## src/rtl/uart_echo_pkg.sv

```systemverilog
`default_nettype none
// ============================================================================
// Module   : uart_echo_pkg
// Purpose  : Shared types and constants for the UART echo engine: FSM state
//            encoding, mode bit positions, ASCII constants, uppercase helper.
// Revision : 1.0 - initial release
// ============================================================================
package uart_echo_pkg;

  typedef enum logic [1:0] {
    ST_IDLE   = 2'd0,
    ST_FETCH  = 2'd1,
    ST_SEND   = 2'd2,
    ST_REPLAY = 2'd3
  } state_t;

  localparam int MODE_UPPER = 0;
  localparam int MODE_LINE  = 1;

  localparam logic [7:0] ASCII_LC_A     = 8'h61;
  localparam logic [7:0] ASCII_LC_Z     = 8'h7A;
  localparam logic [7:0] ASCII_CASE_OFS = 8'h20;
  localparam logic [7:0] ASCII_CR       = 8'h0D;

  // Lowercase ASCII letters map to uppercase; everything else is untouched.
  function automatic logic [7:0] to_upper(input logic [7:0] c);
    if (c >= ASCII_LC_A && c <= ASCII_LC_Z) begin
      return c - ASCII_CASE_OFS;
    end
    return c;
  endfunction

endpackage
`default_nettype wire

```

## src/rtl/uart_echo_engine_if.sv

```systemverilog
`default_nettype none
// ============================================================================
// Module   : uart_echo_engine_if
// Purpose  : Bundles the UART RX FIFO read port and TX FIFO write port seen
//            by the echo engine. master = engine side, slave = UART side.
// Revision : 1.0 - initial release
// ============================================================================
interface uart_echo_engine_if #(
  parameter int DBIT = 8
);
  logic            rx_empty;
  logic [DBIT-1:0] r_data;
  logic            rd_uart;
  logic            tx_full;
  logic [DBIT-1:0] w_data;
  logic            wr_uart;

  modport master (
    input  rx_empty, r_data, tx_full,
    output rd_uart, w_data, wr_uart
  );

  modport slave (
    output rx_empty, r_data, tx_full,
    input  rd_uart, w_data, wr_uart
  );
endinterface
`default_nettype wire

```

## src/rtl/uart_line_buf.sv

```systemverilog
`default_nettype none
// ============================================================================
// Module   : uart_line_buf
// Purpose  : DEPTH x DBIT line storage, synchronous write, combinational read.
//            Storage is not reset; validity is tracked by the engine's count.
// Revision : 1.0 - initial release
// ============================================================================
module uart_line_buf #(
  parameter  int DBIT  = 8,
  parameter  int DEPTH = 16,
  localparam int AW    = $clog2(DEPTH)
) (
  input  logic            clk,
  input  logic            we,
  input  logic [AW-1:0]   waddr,
  input  logic [DBIT-1:0] wdata,
  input  logic [AW-1:0]   raddr,
  output logic [DBIT-1:0] rdata
);

  logic [DBIT-1:0] mem [DEPTH];

  // Write port: one character per enabled cycle
  always_ff @(posedge clk) begin
    if (we) begin
      mem[waddr] <= wdata;
    end
  end

  assign rdata = mem[raddr];

endmodule
`default_nettype wire

```

## src/rtl/uart_echo_engine.sv

```systemverilog
`default_nettype none
// ============================================================================
// Module   : uart_echo_engine
// Purpose  : Echo controller between UART RX FIFO and TX FIFO with optional
//            uppercase conversion and line-buffered replay on end-of-line.
// Revision : 1.0 - initial release
// ============================================================================
module uart_echo_engine
  import uart_echo_pkg::*;
#(
  parameter int              DBIT  = 8,
  parameter int              DEPTH = 16,
  parameter logic [DBIT-1:0] EOL   = DBIT'(ASCII_CR),
  parameter int              CNT_W = 8
) (
  input  logic              clk,
  input  logic              rst,
  input  logic [1:0]        mode,
  uart_echo_engine_if.master bus,
  output logic              busy,
  output logic [CNT_W-1:0]  drop_cnt
);

  localparam int            AW      = $clog2(DEPTH);
  localparam int            CW      = AW + 1;
  localparam logic [CW-1:0] DEPTH_C = CW'(DEPTH);

  state_t          state;
  state_t          state_next;
  logic [1:0]      mode_q;
  logic [DBIT-1:0] hold;
  logic [CW-1:0]   count;
  logic [CW-1:0]   idx;
  logic [DBIT-1:0] xdata;
  logic [DBIT-1:0] buf_rdata;
  logic            buf_we;
  logic            is_eol;
  logic            rd_int;
  logic            wr_int;
  logic [DBIT-1:0] wd_int;

  // End-of-line detection looks at the raw character, before any case folding
  assign is_eol = (bus.r_data == EOL);

  if (DBIT == 8) begin : g_upper
    assign xdata = mode_q[MODE_UPPER] ? to_upper(bus.r_data) : bus.r_data;
  end else begin : g_plain
    assign xdata = bus.r_data;
  end

  uart_line_buf #(
    .DBIT  (DBIT),
    .DEPTH (DEPTH)
  ) u_line_buf (
    .clk   (clk),
    .we    (buf_we),
    .waddr (count[AW-1:0]),
    .wdata (xdata),
    .raddr (idx[AW-1:0]),
    .rdata (buf_rdata)
  );

  // State register
  always_ff @(posedge clk or negedge rst) begin
    if (!rst) begin
      state <= ST_IDLE;
    end else begin
      state <= state_next;
    end
  end

  // Next-state and output decode; strobes are combinational so a reset
  // removes them in the same instant
  always_comb begin
    state_next = state;
    rd_int     = 1'b0;
    wr_int     = 1'b0;
    wd_int     = '0;
    buf_we     = 1'b0;
    unique case (state)
      ST_IDLE: begin
        if (!bus.rx_empty) state_next = ST_FETCH;
      end
      ST_FETCH: begin
        rd_int = 1'b1;
        if (!mode_q[MODE_LINE]) begin
          state_next = ST_SEND;
        end else if (is_eol) begin
          state_next = ST_REPLAY;
        end else begin
          buf_we     = (count < DEPTH_C);
          state_next = ST_IDLE;
        end
      end
      ST_SEND: begin
        wd_int = hold;
        wr_int = ~bus.tx_full;
        if (!bus.tx_full) state_next = ST_IDLE;
      end
      ST_REPLAY: begin
        wr_int = ~bus.tx_full;
        if (idx < count) begin
          wd_int = buf_rdata;
        end else begin
          // Buffered characters done; the held EOL closes the burst
          wd_int = hold;
          if (!bus.tx_full) state_next = ST_IDLE;
        end
      end
      default: state_next = ST_IDLE;
    endcase
  end

  // Datapath: mode latch, held character, line occupancy, replay index, drops
  always_ff @(posedge clk or negedge rst) begin
    if (!rst) begin
      mode_q   <= '0;
      hold     <= '0;
      count    <= '0;
      idx      <= '0;
      drop_cnt <= '0;
    end else begin
      if (state == ST_IDLE) begin
        mode_q <= mode;
        // Leaving line mode abandons a partial line; not counted as drops
        if (mode_q[MODE_LINE] && !mode[MODE_LINE] && (count != '0)) begin
          count <= '0;
        end
      end
      if (state == ST_FETCH) begin
        hold <= xdata;
        if (mode_q[MODE_LINE]) begin
          if (is_eol) begin
            idx <= '0;
          end else if (count < DEPTH_C) begin
            count <= count + CW'(1);
          end else if (drop_cnt != '1) begin
            drop_cnt <= drop_cnt + CNT_W'(1);
          end
        end
      end
      if (state == ST_REPLAY && !bus.tx_full) begin
        if (idx < count) begin
          idx <= idx + CW'(1);
        end else begin
          idx   <= '0;
          count <= '0;
        end
      end
    end
  end

  assign bus.rd_uart = rd_int;
  assign bus.wr_uart = wr_int;
  assign bus.w_data  = wd_int;
  assign busy        = (state != ST_IDLE) || (count != '0);

endmodule
`default_nettype wire

```

## src/flat_wrapper.sv

```systemverilog
// flat-port wrapper written by rule: the top's interface ports become plain ports
module uart_echo_engine_flat import uart_echo_pkg::*;
#(
  parameter int              DBIT  = 8,
  parameter int              DEPTH = 16,
  parameter logic [DBIT-1:0] EOL   = DBIT'(ASCII_CR),
  parameter int              CNT_W = 8
)
  (clk, rst, mode, busy, drop_cnt, bus_rx_empty, bus_r_data, bus_tx_full, bus_rd_uart, bus_w_data, bus_wr_uart);
  uart_echo_engine_if #(.DBIT(DBIT)) bus_i ();
  input  logic clk;
  input  logic rst;
  input  logic [1:0] mode;
  output logic busy;
  output logic [CNT_W-1:0] drop_cnt;
  input wire logic [$bits(bus_i.rx_empty)-1:0] bus_rx_empty;
  input wire logic [$bits(bus_i.r_data)-1:0] bus_r_data;
  input wire logic [$bits(bus_i.tx_full)-1:0] bus_tx_full;
  output wire logic [$bits(bus_i.rd_uart)-1:0] bus_rd_uart;
  output wire logic [$bits(bus_i.w_data)-1:0] bus_w_data;
  output wire logic [$bits(bus_i.wr_uart)-1:0] bus_wr_uart;
  assign bus_i.rx_empty = bus_rx_empty;
  assign bus_i.r_data = bus_r_data;
  assign bus_i.tx_full = bus_tx_full;
  assign bus_rd_uart = bus_i.rd_uart;
  assign bus_w_data = bus_i.w_data;
  assign bus_wr_uart = bus_i.wr_uart;
  uart_echo_engine #(.DBIT(DBIT), .DEPTH(DEPTH), .EOL(EOL), .CNT_W(CNT_W)) u_core (.clk(clk), .rst(rst), .mode(mode), .bus(bus_i), .busy(busy), .drop_cnt(drop_cnt));
endmodule
```

## config.mk

```make
export PLATFORM = sky130hd
export DESIGN_NAME = uart_echo_engine_flat
export DESIGN_NICKNAME = d
export VERILOG_FILES = /design/src/rtl/uart_echo_pkg.sv /design/src/rtl/uart_echo_engine_if.sv /design/src/rtl/uart_line_buf.sv /design/src/rtl/uart_echo_engine.sv /design/src/flat_wrapper.sv
export SDC_FILE = /design/constraint.sdc
export NUM_CORES = 1
export LEC_CHECK = 0
export ABC_CLOCK_PERIOD_IN_PS = 3400
export CORE_AREA = 2 2 120 122
export DETAILED_ROUTE_END_ITERATION = 7
export DIE_AREA = 0 0 122 124
export GPL_ROUTABILITY_DRIVEN = 0
export PLACE_DENSITY_LB_ADDON = 0.2
export SYNTH_ARGS = -nofsm -noshare
export SYNTH_HDL_FRONTEND = slang
export SYNTH_SLANG_ARGS = --single-unit
```

## constraint.sdc

```tcl
create_clock -name clk -period 3.4 [get_ports clk]
set_clock_uncertainty 0.1 [all_clocks]
set_input_delay 1.02 -clock clk [delete_from_list [all_inputs] [get_ports clk]]
set_output_delay 1.02 -clock clk [all_outputs]
set_load 0.03 [all_outputs]
```

==> flow_summary.json, run 1 <==
{
  "dp_slack_ps": 63.9,
  "syn_nets": 430,
  "synth_area_per_cell_um2": 16.6,
  "drtPass1Iterations": 5,
  "ir_drop_v": 0.000375,
  "worst_pin_slew_ps": 498,
  "viasPerCell": 5.70,
  "cp_slowest_cell": "dfrtp_2",
  "status": "finished, violations left",
  "swShare_pct": 29.1,
  "cts_buffers": 17,
  "setup_viol": 7,
  "power_frac_comb_pct": 28.7,
  "synth_area_um2": 6740,
  "hold_end": "u_core.drop_cnt[5]",
  "cp_cell_sequence": "ha_4, a21o_4, a2111oi_4, o21ai_1, buf_6, o22ai_4, a21o_1, buf_6",
  "hold_class": "register to register",
  "grt_max_degree": 35,
  "leakage_nw": 3.01,
  "clkTransAtPathRegs_ps": 60,
  "violations": "negative setup slack",
  "fin_nets": 522,
  "report.final.slew_viol_count": 0,
  "fp.dieArea_um2": 15100,
  "synth_top_family_by_area": "multiplexers",
  "r2r_slack_ps": 1250,
  "syn_inst": 405,
  "max_freq_ghz": 0.280,
  "slew_headroom_pct": 66.7,
  "fin_crit_ps": 3570,
  "async_reset_ff_share_pct": 19.0,
  "slowest_delay_ps": 470,
  "synthSimpleGateAreaFrac_pct": 7.20,
  "overflow": 0,
  "fin_crit_sh_pct": 105,
  "p_clk_share_pct": 32.7,
  "vias": 3932,
  "synth_seq_cells": 158,
  "port-buffer-count": 32,
  "worstPathMaxFanout": 7,
  "wl_per_cell_um": 22.3,
  "num_antenna_cells": 0,
  "synth_xor_area_share_pct": 1.56,
  "drive_gt1_share_pct": 31.6,
  "path_class": "register to output pin",
  "synth_edf_count": 128,
  "crit_required_ps": 2280,
  "endpoint_kind": "output pin",
  "cp-start-kind": "register",
  "yosysSeqAreaShare_pct": 68.1,
  "syn_to_final_growth_pct": 26.3,
  "arrival_ps": 2450,
  "ios": 33,
  "dp_hpwl_um": 10100,
  "ctsLongestPathBuffers": 2,
  "drc": 0,
  "place_inst": 649,
  "setup_slack_ps": -166,
  "rsz0062_at_grt": "true",
  "grt_use_total_pct": 22.2,
  "core_area_um2": 13700,
  "finalHoldViolations": 0,
  "synth_top_flop_cell": "edfxtp_1",
  "ys_warn_count": 0,
  "start_util_pct": 49.1,
  "final_cells": 690,
  "reg2reg_from": "u_core.count[4]",
  "cts_root_buffer": "clkbuf_16",
  "cts_hold_buf": 0,
  "cts_tree": "yes",
  "fin_tns_setup_ps": -1030,
  "synth.distinct_cells": 55,
  "drtAntennaViolNets": 0,
  "grt_pass1_wl_um": 23400,
  "die_y_um": 124,
  "core.rowCount": 43,
  "holdPathStages": 1,
  "synth.area.mux_share_pct": 13.7,
  "drt_iter0_markers": 437,
  "worstHoldStart": "u_core.drop_cnt[5]",
  "grt_pass1_vias": 4014,
  "crit_path_frequent_cell": "buf_6",
  "p_switching_w": 0.00178,
  "clk_latency_ps": 430,
  "wl_um": 15400,
  "max-cap-violations": 0,
  "fillers": 985,
  "synth-compound-area-share_pct": 5.53,
  "htree_levels": 4,
  "synth-adder-area-share_pct": 2.04,
  "cts_sinks": 158,
  "powerDensity_nw_per_um2": 718,
  "pwr-share-seq_pct": 38.6,
  "rr_endpoint": "u_core.count[2]",
  "reg2reg_depth": 8,
  "intPower_w": 0.00434,
  "antenna_found_initial": 0,
  "die_x_um": 122
}
[cells by family (layout without fill, tap and decap cells)]
group,count (synthesis),after routing
DFF,158,158
adders and majority gates,11,11
xor gates and xnor gates,12,12
and+or+nand+nor,94,94
AOI/OAI and AO/OA,50,50
buffers and inverters,26,131
muxes,54,54
[metrics by stage]
step	area, µm²	hold WS [ps]	util [%]	total power, W
floorplan	6740	346	-	0.00337
global placement	7570	361	55.2	0.00392
detailed placement	7570	370	55.2	0.00395
CTS	8470	385	61.7	0.00614
global route	8520	407	62.1	0.00638
finish	8520	392	62.1	0.00612
[worst max-delay path by stage]
stage	to	start	slack (ps)
6_report	bus_w_data[5]	u_core.idx[3]	-170
3_3_place_gp	bus_w_data[5]	u_core.count[3]	80
5_1_grt	bus_w_data[5]	u_core.count[3]	-240
3_5_place_dp	bus_w_data[5]	u_core.count[3]	60
2_1_floorplan	bus_w_data[1]	u_core.count[3]	160
4_1_cts	bus_w_data[5]	u_core.count[3]	-100
[cell usage in the layout (no fill, tap or decap), types with 3 or more instances in the layout]
cell type        Yosys  layout
nor2_1              24      24
buf_12               0       4
xnor2_1              9       9
inv_1               10       8
nand3_1              5       5
o21ai_1              3       3
clkdlybuf4s50_1      0      23
mux2i_1             18      12
mux2i_2              0       4
buf_4                2      49
clkbuf_16            0      18
clkbuf_1             7       3
a21o_1              11      10
a21oi_1              6       5
edfxtp_1           128     128
nand2_1             34      34
bufinv_16            0       4
a31oi_1              3       3
o21ai_0              6       6
nor3_1               5       5
xor2_1               3       3
mux4_2              30      30
ha_1                11       9
mux2_2               6       6
o22ai_4              0       5
buf_6                2      10
nand4_1              7       7
dfrtp_1             30      28
[synthesized netlist by cell type, types with 2 or more instances]
cell type	instances	area, µm²
o21ai_1	3	15.0
mux2i_1	18	180
ha_1	11	138
nand3_1	5	25.0
xor2_1	3	26.3
xnor2_1	9	78.8
and4_1	2	17.5
o22ai_1	8	50.1
or4_1	2	15.0
nor3_1	5	25.0
mux4_2	30	676
edfxtp_1	128	3840
nor2_1	24	90.1
nand2b_1	2	12.5
a21o_1	11	82.6
a31oi_1	3	18.8
nand2_1	34	128
buf_2	2	10.0
mux2_2	6	67.6
a21oi_1	6	30.0
nand4_1	7	43.8
buf_4	2	15.0
a2111oi_0	2	17.5
o21ai_0	6	30.0
clkbuf_1	7	26.3
buf_6	2	22.5
inv_1	10	37.5
dfrtp_1	30	751
[critical path: cells and delay by family, from the launching register on]
family | cells | cell delay, ps
fa+ha+maj | 1 | 240
compound gates | 5 | 990
flops | 1 | 470
buf+inv | 2 | 310
[per-layer routing]
metal | global-route usage, % | wire length (µm)
met4 | 9.84 | 359
met1 | 29.0 | 6400
met2 | 36.5 | 7990
met5 | 0 | 0
met3 | 4.17 | 665
[sequential cells by signal (all words and copies together) (netlist names)]
| name | count |
|---|---|
| u_core.mode_q | 2 |
| u_core.state | 2 |
| u_core.idx | 5 |
| u_core.drop_cnt | 8 |
| u_core.u_line_buf.mem | 128 |
| u_core.hold | 8 |
| u_core.count | 5 |
[what timing repair did]
action | 4_1_cts | 5_1_grt
resized for setup | 44 | 4
gates cloned | 0 | 1
setup endpoints to repair | 8 | 8
pin swaps | 12 | 1
hold endpoints to repair | 0 | 0
setup buffers | 8 | 0
[final cells by class]
type | instances | area, µm² | share of cell area, %
sequential | 158 | 4600 | 54.0
multi-input combinational | 221 | 2200 | 25.9
timing repair buffer | 88 | 821 | 9.64
clock buffer | 22 | 464 | 5.45
tap | 180 | 225 | 2.64
clock inverter | 10 | 163 | 1.91
inverter | 11 | 41.3 | 0.485
[power by group through the flow]
| stage | sequential [W] | combinational, W | clock [W] |
|---|---|---|---|
| after floorplan | 0.00238 | 0.000988 | 0 |
| after global placement | 0.00239 | 0.00153 | 0 |
| after detailed placement | 0.00240 | 0.00154 | 0 |
| after CTS | 0.00236 | 0.00176 | 0.00202 |
| after global routing | 0.00237 | 0.00189 | 0.00211 |
| final | 0.00236 | 0.00176 | 0.00200 |
Note: power is estimated with default switching activity, not from simulation.
==> inputs of run 2 (changes only) <==
CAP_MARGIN = 20   (was not set)
CORE_AREA = 2 2 121 123   (was 2 2 120 122)
DIE_AREA = 0 0 123 125   (was 0 0 122 124)
SYNTH_HIERARCHICAL = 1   (was not set)
==> run 2 against run 1 <==
The run still ends with negative setup slack left. Synthesized area grew 1.7%. Setup slack gained 63 ps. Via count grew 3.4%. Critical path type unchanged. Sequential share of layout area grew 0.065 points. Synthesized cell count grew 5.4%. Combinational power grew 22%. Critical path depth is the same. First-iteration DRC count shrank 22%. Maximum frequency grew 1.8%. Wire length grew 1.4%. Clock power grew 9%. Cell count grew 2.5%.
==> flow_summary.json, run 2 <==
{
  "synth_area_leaders": "edfxtp_1 56%, dfrtp_1 11%, mux4_2 5.9%",
  "reg2reg_from": "u_core/state[1]",
  "syn_to_final_growth_pct": 24.1,
  "num_antenna_cells": 0,
  "setup_slack_ps": -103,
  "crit_required_ps": 2280,
  "synth_area_um2": 6850,
  "drt_iter0_markers": 341,
  "cts_tree": "yes",
  "yosysMostFrequentCell": "edfxtp_1",
  "cts_buffers": 17,
  "status": "finished, violations left",
  "worstPathMaxFanout": 6,
  "core_area_um2": 14200,
  "powerDensity_nw_per_um2": 787,
  "synth_area_per_cell_um2": 16.1,
  "drtAntennaViolNets": 0,
  "vias": 4065,
  "grt_pass1_vias": 4182,
  "largest_reg_flops": 128,
  "worst_pin_slew_ps": 880,
  "fin_crit_ps": 3500,
  "design_area_um2": 8500,
  "clkTransAtPathRegs_ps": 60,
  "async_reset_ff_share_pct": 19.0,
  "syn_inst": 427,
  "layout_commonest_cell": "edfxtp_1",
  "max-cap-violations": 0,
  "leakage_nw": 3.08,
  "synth_edf_count": 128,
  "grt_use_total_pct": 21.9,
  "path_class": "register to output pin",
  "cts_hold_buf": 0,
  "synth.distinct_cells": 56,
  "fin_util_pct": 59.9,
  "start_util_pct": 48.3,
  "synthTopCellsByCount": "128 x edfxtp_1, 56 x nand2_1, 30 x dfrtp_1, 20 x nor2_1, 18 x mux4_2",
  "cts_root_buffer": "clkbuf_16",
  "yosys.area.top_type": "edfxtp_1",
  "fp.dieArea_um2": 15400,
  "max_freq_ghz": 0.285,
  "endpoint_kind": "output pin",
  "drive_gt1_share_pct": 28.1,
  "die_y_um": 125,
  "ctsLongestPathBuffers": 2,
  "fin_crit_sh_pct": 103,
  "final_cell_mix": "128 x edfxtp_1, 55 x nand2_1, 45 x buf_4, 27 x dfrtp_1, 27 x mux4_2",
  "dp_hpwl_um": 10300,
  "hold_class": "register to register",
  "total_power_w": 0.00669,
  "grt_max_degree": 36,
  "synth_top_flop_cell": "edfxtp_1",
  "cts_sinks": 158,
  "fin_nets": 533,
  "fin_tns_setup_ps": -552,
  "grt_pass1_wl_um": 24300,
  "syn_nets": 450,
  "synth_seq_cells": 158,
  "overflow": 0,
  "cp-start-kind": "register",
  "final_cells": 707,
  "crit_start": "u_core/idx[0]",
  "die_x_um": 123,
  "top_regs": "u_core/u_line_buf/mem: 128 flops, u_core/drop_cnt: 8 flops, u_core/hold: 8 flops",
  "yosysSeqAreaShare_pct": 67.0,
  "ys_warn_count": 6,
  "port-buffer-count": 32,
  "ir_drop_v": 0.000733,
  "report.final.slew_viol_count": 0,
  "drtPass1Iterations": 5,
  "synth_top_area_share_pct": 56.1,
  "violations": "negative setup slack",
  "dpl_cell_area_um2": 7610,
  "setup_viol": 8,
  "worstHoldStart": "u_core/hold[4]",
  "core.rowCount": 44,
  "place_inst": 667,
  "top_register": "u_core/u_line_buf/mem",
  "arrival_ps": 2380,
  "antenna_found_initial": 0,
  "rsz0062_at_grt": "true",
  "wl_um": 15600,
  "drc": 0,
  "htree_levels": 4,
  "wl_per_cell_um": 22.1,
  "finalHoldViolations": 0,
  "slew_headroom_pct": 41.1,
  "clk_latency_ps": 420,
  "viasPerCell": 5.75,
  "ios": 33
}
[run 2: cell types whose count changed after synthesis, sizes merged, moves of 6 or more]
cell | previous run | this run
xnor2 | 9 | 1
o22ai | 8 | 1
a21o | 11 | 2
mux2i | 18 | 10
nand2 | 34 | 56
xor2 | 3 | 9
a22oi | 0 | 16
[run 2: path summary, 6_finish.rpt]
check | endpoint | cells past startpoint | slack, ps
max in group asynchronous | u_core/hold[3] | 2 | 1560
min in group asynchronous | u_core/state[0] | 1 | 960
hold reg to reg | u_core/hold[4] | 2 | 390
setup reg to reg | u_core/u_line_buf/mem[11][6] | 7 | 590
setup / recovery | bus_w_data[5] | 8 | -100
hold / removal | u_core/hold[4] | 2 | 390
[run 2: routing by layer]
| layer | wire length [µm] | global-route usage, % | part of all wire [%] |
|---|---|---|---|
| met2 | 7680 | 32.9 | 49 |
| met3 | 809 | 4.97 | 5.2 |
| met4 | 311 | 9.22 | 2.0 |
| met5 | 0 | 0 | 0 |
| met1 | 6830 | 30.9 | 44 |
[run 2: worst max-delay path, cell delays in order (launching register included)]
cell and delay (ps):
dfrtp_2 490, buf_12 160, buf_16 130, mux4_2 550
a22oi_2 200, nand2_1 110, nand2_1 70, mux2i_1 70
buf_4 170
[run 2: repair_timing]
action | CTS | global route
setup endpoints to repair | 8 | 9
gates resized for setup | 31 | 11
pin swaps | 16 | 8
gates cloned | 3 | 0
buffers inserted | 4 | 0
[run 2: logic make-up (layout without fill, tap and decap cells)]
logic type,Yosys count,in the layout,synth area share (%)
flip-flops,158,158,67.0
AND/OR/NAND/NOR,127,127,9.11
AO/OA/AOI/OAI,49,49,5.18
multiplexers,46,46,13.5
buffers and inverters,28,124,2.30
XOR/XNOR,10,10,1.28
adder cells (fa/ha/maj),9,9,1.64
[run 2: through the flow]
| stage | hold WS, ps | setup WS (ps) |
|---|---|---|
| finish | 394 | -103 |
| global route | 420 | -182 |
| CTS | 389 | -153 |
| detailed placement | 370 | -129 |
| global placement | 361 | -161 |
| floorplan | 346 | 107 |
[run 2: area by class of cell]
type	count	area, µm²
Clock inverter	12	239
Inverter	11	41.3
Tap cell	184	230
Multi-Input combinational cell	241	2170
Clock buffer	20	437
Timing Repair Buffer	81	787
Sequential cell	158	4600
Fill cell	1073	5700
[run 2: where the power goes]
| group | internal (W) | leakage (nW) | switching [W] |
|---|---|---|---|
| sequential | 0.00225 | 1.54 | 0.000122 |
| clock | 0.00145 | 0.324 | 0.000733 |
| combinational | 0.00101 | 1.21 | 0.00113 |
| total | 0.00471 | 3.08 | 0.00199 |
==> inputs of run 3 (changes only) <==
CORE_AREA = 2 2 110 112   (was 2 2 121 123)
DIE_AREA = 0 0 112 114   (was 0 0 123 125)
GPL_ROUTABILITY_DRIVEN = 1   (was 0)
==> run 3 against run 2 <==
The flow still finishes with violations (negative setup slack). Critical endpoint is now bus_w_data[2]. Highest routed layer unchanged. Wire length up 1.5%. Cell area down 2.3%. Utilization up 11 points.
==> flow_summary.json, run 3 (synthesis gave the netlist of run 2 again) <==
{
  "slew_headroom_pct": 42.2,
  "port-buffer-count": 32,
  "finalHoldViolations": 0,
  "grt_pass1_wl_um": 24100,
  "report.final.slew_viol_count": 0,
  "cts_tree": "yes",
  "max_freq_ghz": 0.289,
  "drtAntennaViolNets": 0,
  "top_regs": "u_core/u_line_buf/mem: 128 flops, u_core/drop_cnt: 8 flops, u_core/hold: 8 flops",
  "cp_cell_sequence": "buf_12, buf_12, buf_6, mux4_2, a22oi_2, nand2_1, nand2_1, mux2i_1, buf_4",
  "start_util_pct": 58.5,
  "htree_levels": 4,
  "final_cells": 671,
  "ir_drop_v": 0.000761,
  "clk_latency_ps": 420,
  "grt_pass1_vias": 4080,
  "core_area_um2": 11700,
  "die_x_um": 112,
  "viasPerCell": 6.17,
  "vias": 4138,
  "slowest_delay_ps": 500,
  "cp-start-kind": "register",
  "hold_end": "u_core/hold[1]",
  "worstHoldStart": "u_core/hold[1]",
  "hold_class": "register to register",
  "drive_gt1_share_pct": 28.2,
  "fin_crit_ps": 3460,
  "violations": "negative setup slack",
  "max-cap-violations": 0,
  "fin_crit_sh_pct": 102,
  "globalplace.congestion": 0.926,
  "setup_viol": 7,
  "num_antenna_cells": 0,
  "layout_commonest_cell": "edfxtp_1",
  "holdPathStages": 2,
  "wl_per_cell_um": 23.6,
  "clkTransAtPathRegs_ps": 60,
  "dp_hpwl_um": 10100,
  "r2r_slack_ps": 550,
  "worst-path-buf-inv": 4,
  "path_class": "register to output pin",
  "final_cell_mix": "128 x edfxtp_1, 54 x nand2_1, 49 x buf_4, 31 x mux4_2, 29 x dfrtp_1",
  "reg2reg_from": "u_core/count[4]",
  "drc": 0,
  "wl_um": 15900,
  "reg2reg_depth": 7,
  "antenna_found_initial": 0,
  "dp_slack_ps": -229,
  "core.rowCount": 40,
  "place_inst": 629,
  "fin_nets": 534,
  "die_y_um": 114,
  "top_register": "u_core/u_line_buf/mem",
  "leakage_nw": 3.02,
  "crit_required_ps": 2280,
  "powerDensity_nw_per_um2": 765,
  "overflow": 0,
  "syn_to_final_growth_pct": 21.3,
  "cp_slowest_cell": "mux4_2",
  "drtPass1Iterations": 5,
  "rsz0062_at_grt": "true",
  "critical_path.top_delay_family": "multiplexers",
  "drt_iter0_markers": 355,
  "ios": 33,
  "cts_buffers": 17,
  "fin_util_pct": 71.0,
  "status": "finished, violations left",
  "grt_max_degree": 31,
  "grt_use_total_pct": 26.3,
  "rr_endpoint": "u_core/u_line_buf/mem[1][3]",
  "endpoint_kind": "output pin",
  "worst_pin_slew_ps": 864,
  "setup_slack_ps": -62.5,
  "largest_reg_flops": 128,
  "fp.dieArea_um2": 12800,
  "cts_sinks": 158,
  "arrival_ps": 2340,
  "cts_root_buffer": "clkbuf_16",
  "ctsLongestPathBuffers": 2,
  "worstPathMaxFanout": 5,
  "cp_num_cells": 9
}
## run 3: cell count changes in the layout (fill, tap and decap cells not counted), moves of 3 or more
| cell | previous run | this run |
|---|---|---|
| mux4_1 | 5 | 1 |
| buf_4 | 45 | 49 |
| clkbuf_16 | 17 | 20 |
| a22oi_2 | 15 | 11 |
| bufinv_16 | 7 | 0 |
| clkbuf_8 | 0 | 4 |
| mux4_2 | 27 | 31 |
| a22oi_1 | 1 | 5 |
## run 3: worst max-delay path by stage
stage	from	slack, ps	to
floorplan	u_core/count[4]	110	bus_w_data[0]
global placement	bus_r_data[5]	-130	u_core/u_line_buf/mem[1][5]
detailed placement	bus_r_data[5]	-230	u_core/u_line_buf/mem[1][4]
CTS	u_core/idx[0]	-100	bus_w_data[7]
global route	u_core/idx[0]	-140	bus_w_data[5]
finish	u_core/idx[0]	-60	bus_w_data[2]
## run 3: power by group
| part | internal (W) | switching [W] | total, W |
|---|---|---|---|
| combinational | 0.00104 | 0.00117 | 0.00221 |
| sequential | 0.00225 | 0.000113 | 0.00236 |
| clock | 0.00110 | 0.000687 | 0.00178 |
## run 3: what timing repair did
action,4_1_cts,5_1_grt
gates resized for setup,23,17
setup buffers,6,2
pin swaps,5,14
setup endpoints to repair,8,9
hold buffers,0,0
cloned,2,1
## run 3: metrics by stage
stage	hold slack, ps	cell area (µm²)	TNS, ps	total power [W]
after floorplan	346	6850	0	0.00362
after global placement	360	7550	-2220	0.00421
after detailed placement	363	7550	-4390	0.00424
after CTS	379	8270	-608	0.00631
after global routing	417	8310	-909	0.00662
final	379	8310	-261	0.00636
## run 3: worst register-to-register path, delay by kind of cell, from the launching register on
family	cells	cell delay [ps]
simple gates	3	1440
compound gates	1	90
flops	1	370
buf+inv	3	460
## run 3: final cells by class
| class | instances | area, µm² |
|---|---|---|
| clock inverter | 4 | 21.3 |
| clock buffer | 28 | 549 |
| inverter | 11 | 41.3 |
| sequential | 158 | 4600 |
| tap | 147 | 184 |
| multi-input combinational | 241 | 2150 |
| timing repair buffer | 82 | 768 |
| fill | 773 | 3400 |
## run 3: routing by layer
metal / GRT usage [%] / vias to the layer above / routed length (µm)
met5: 0 / - / 0
met4: 11.0 / 0 / 525
met3: 6.22 / 37 / 1170
met2: 39.8 / 208 / 7630
met1: 37.5 / 2064 / 6540
li1: - / 1829 / -
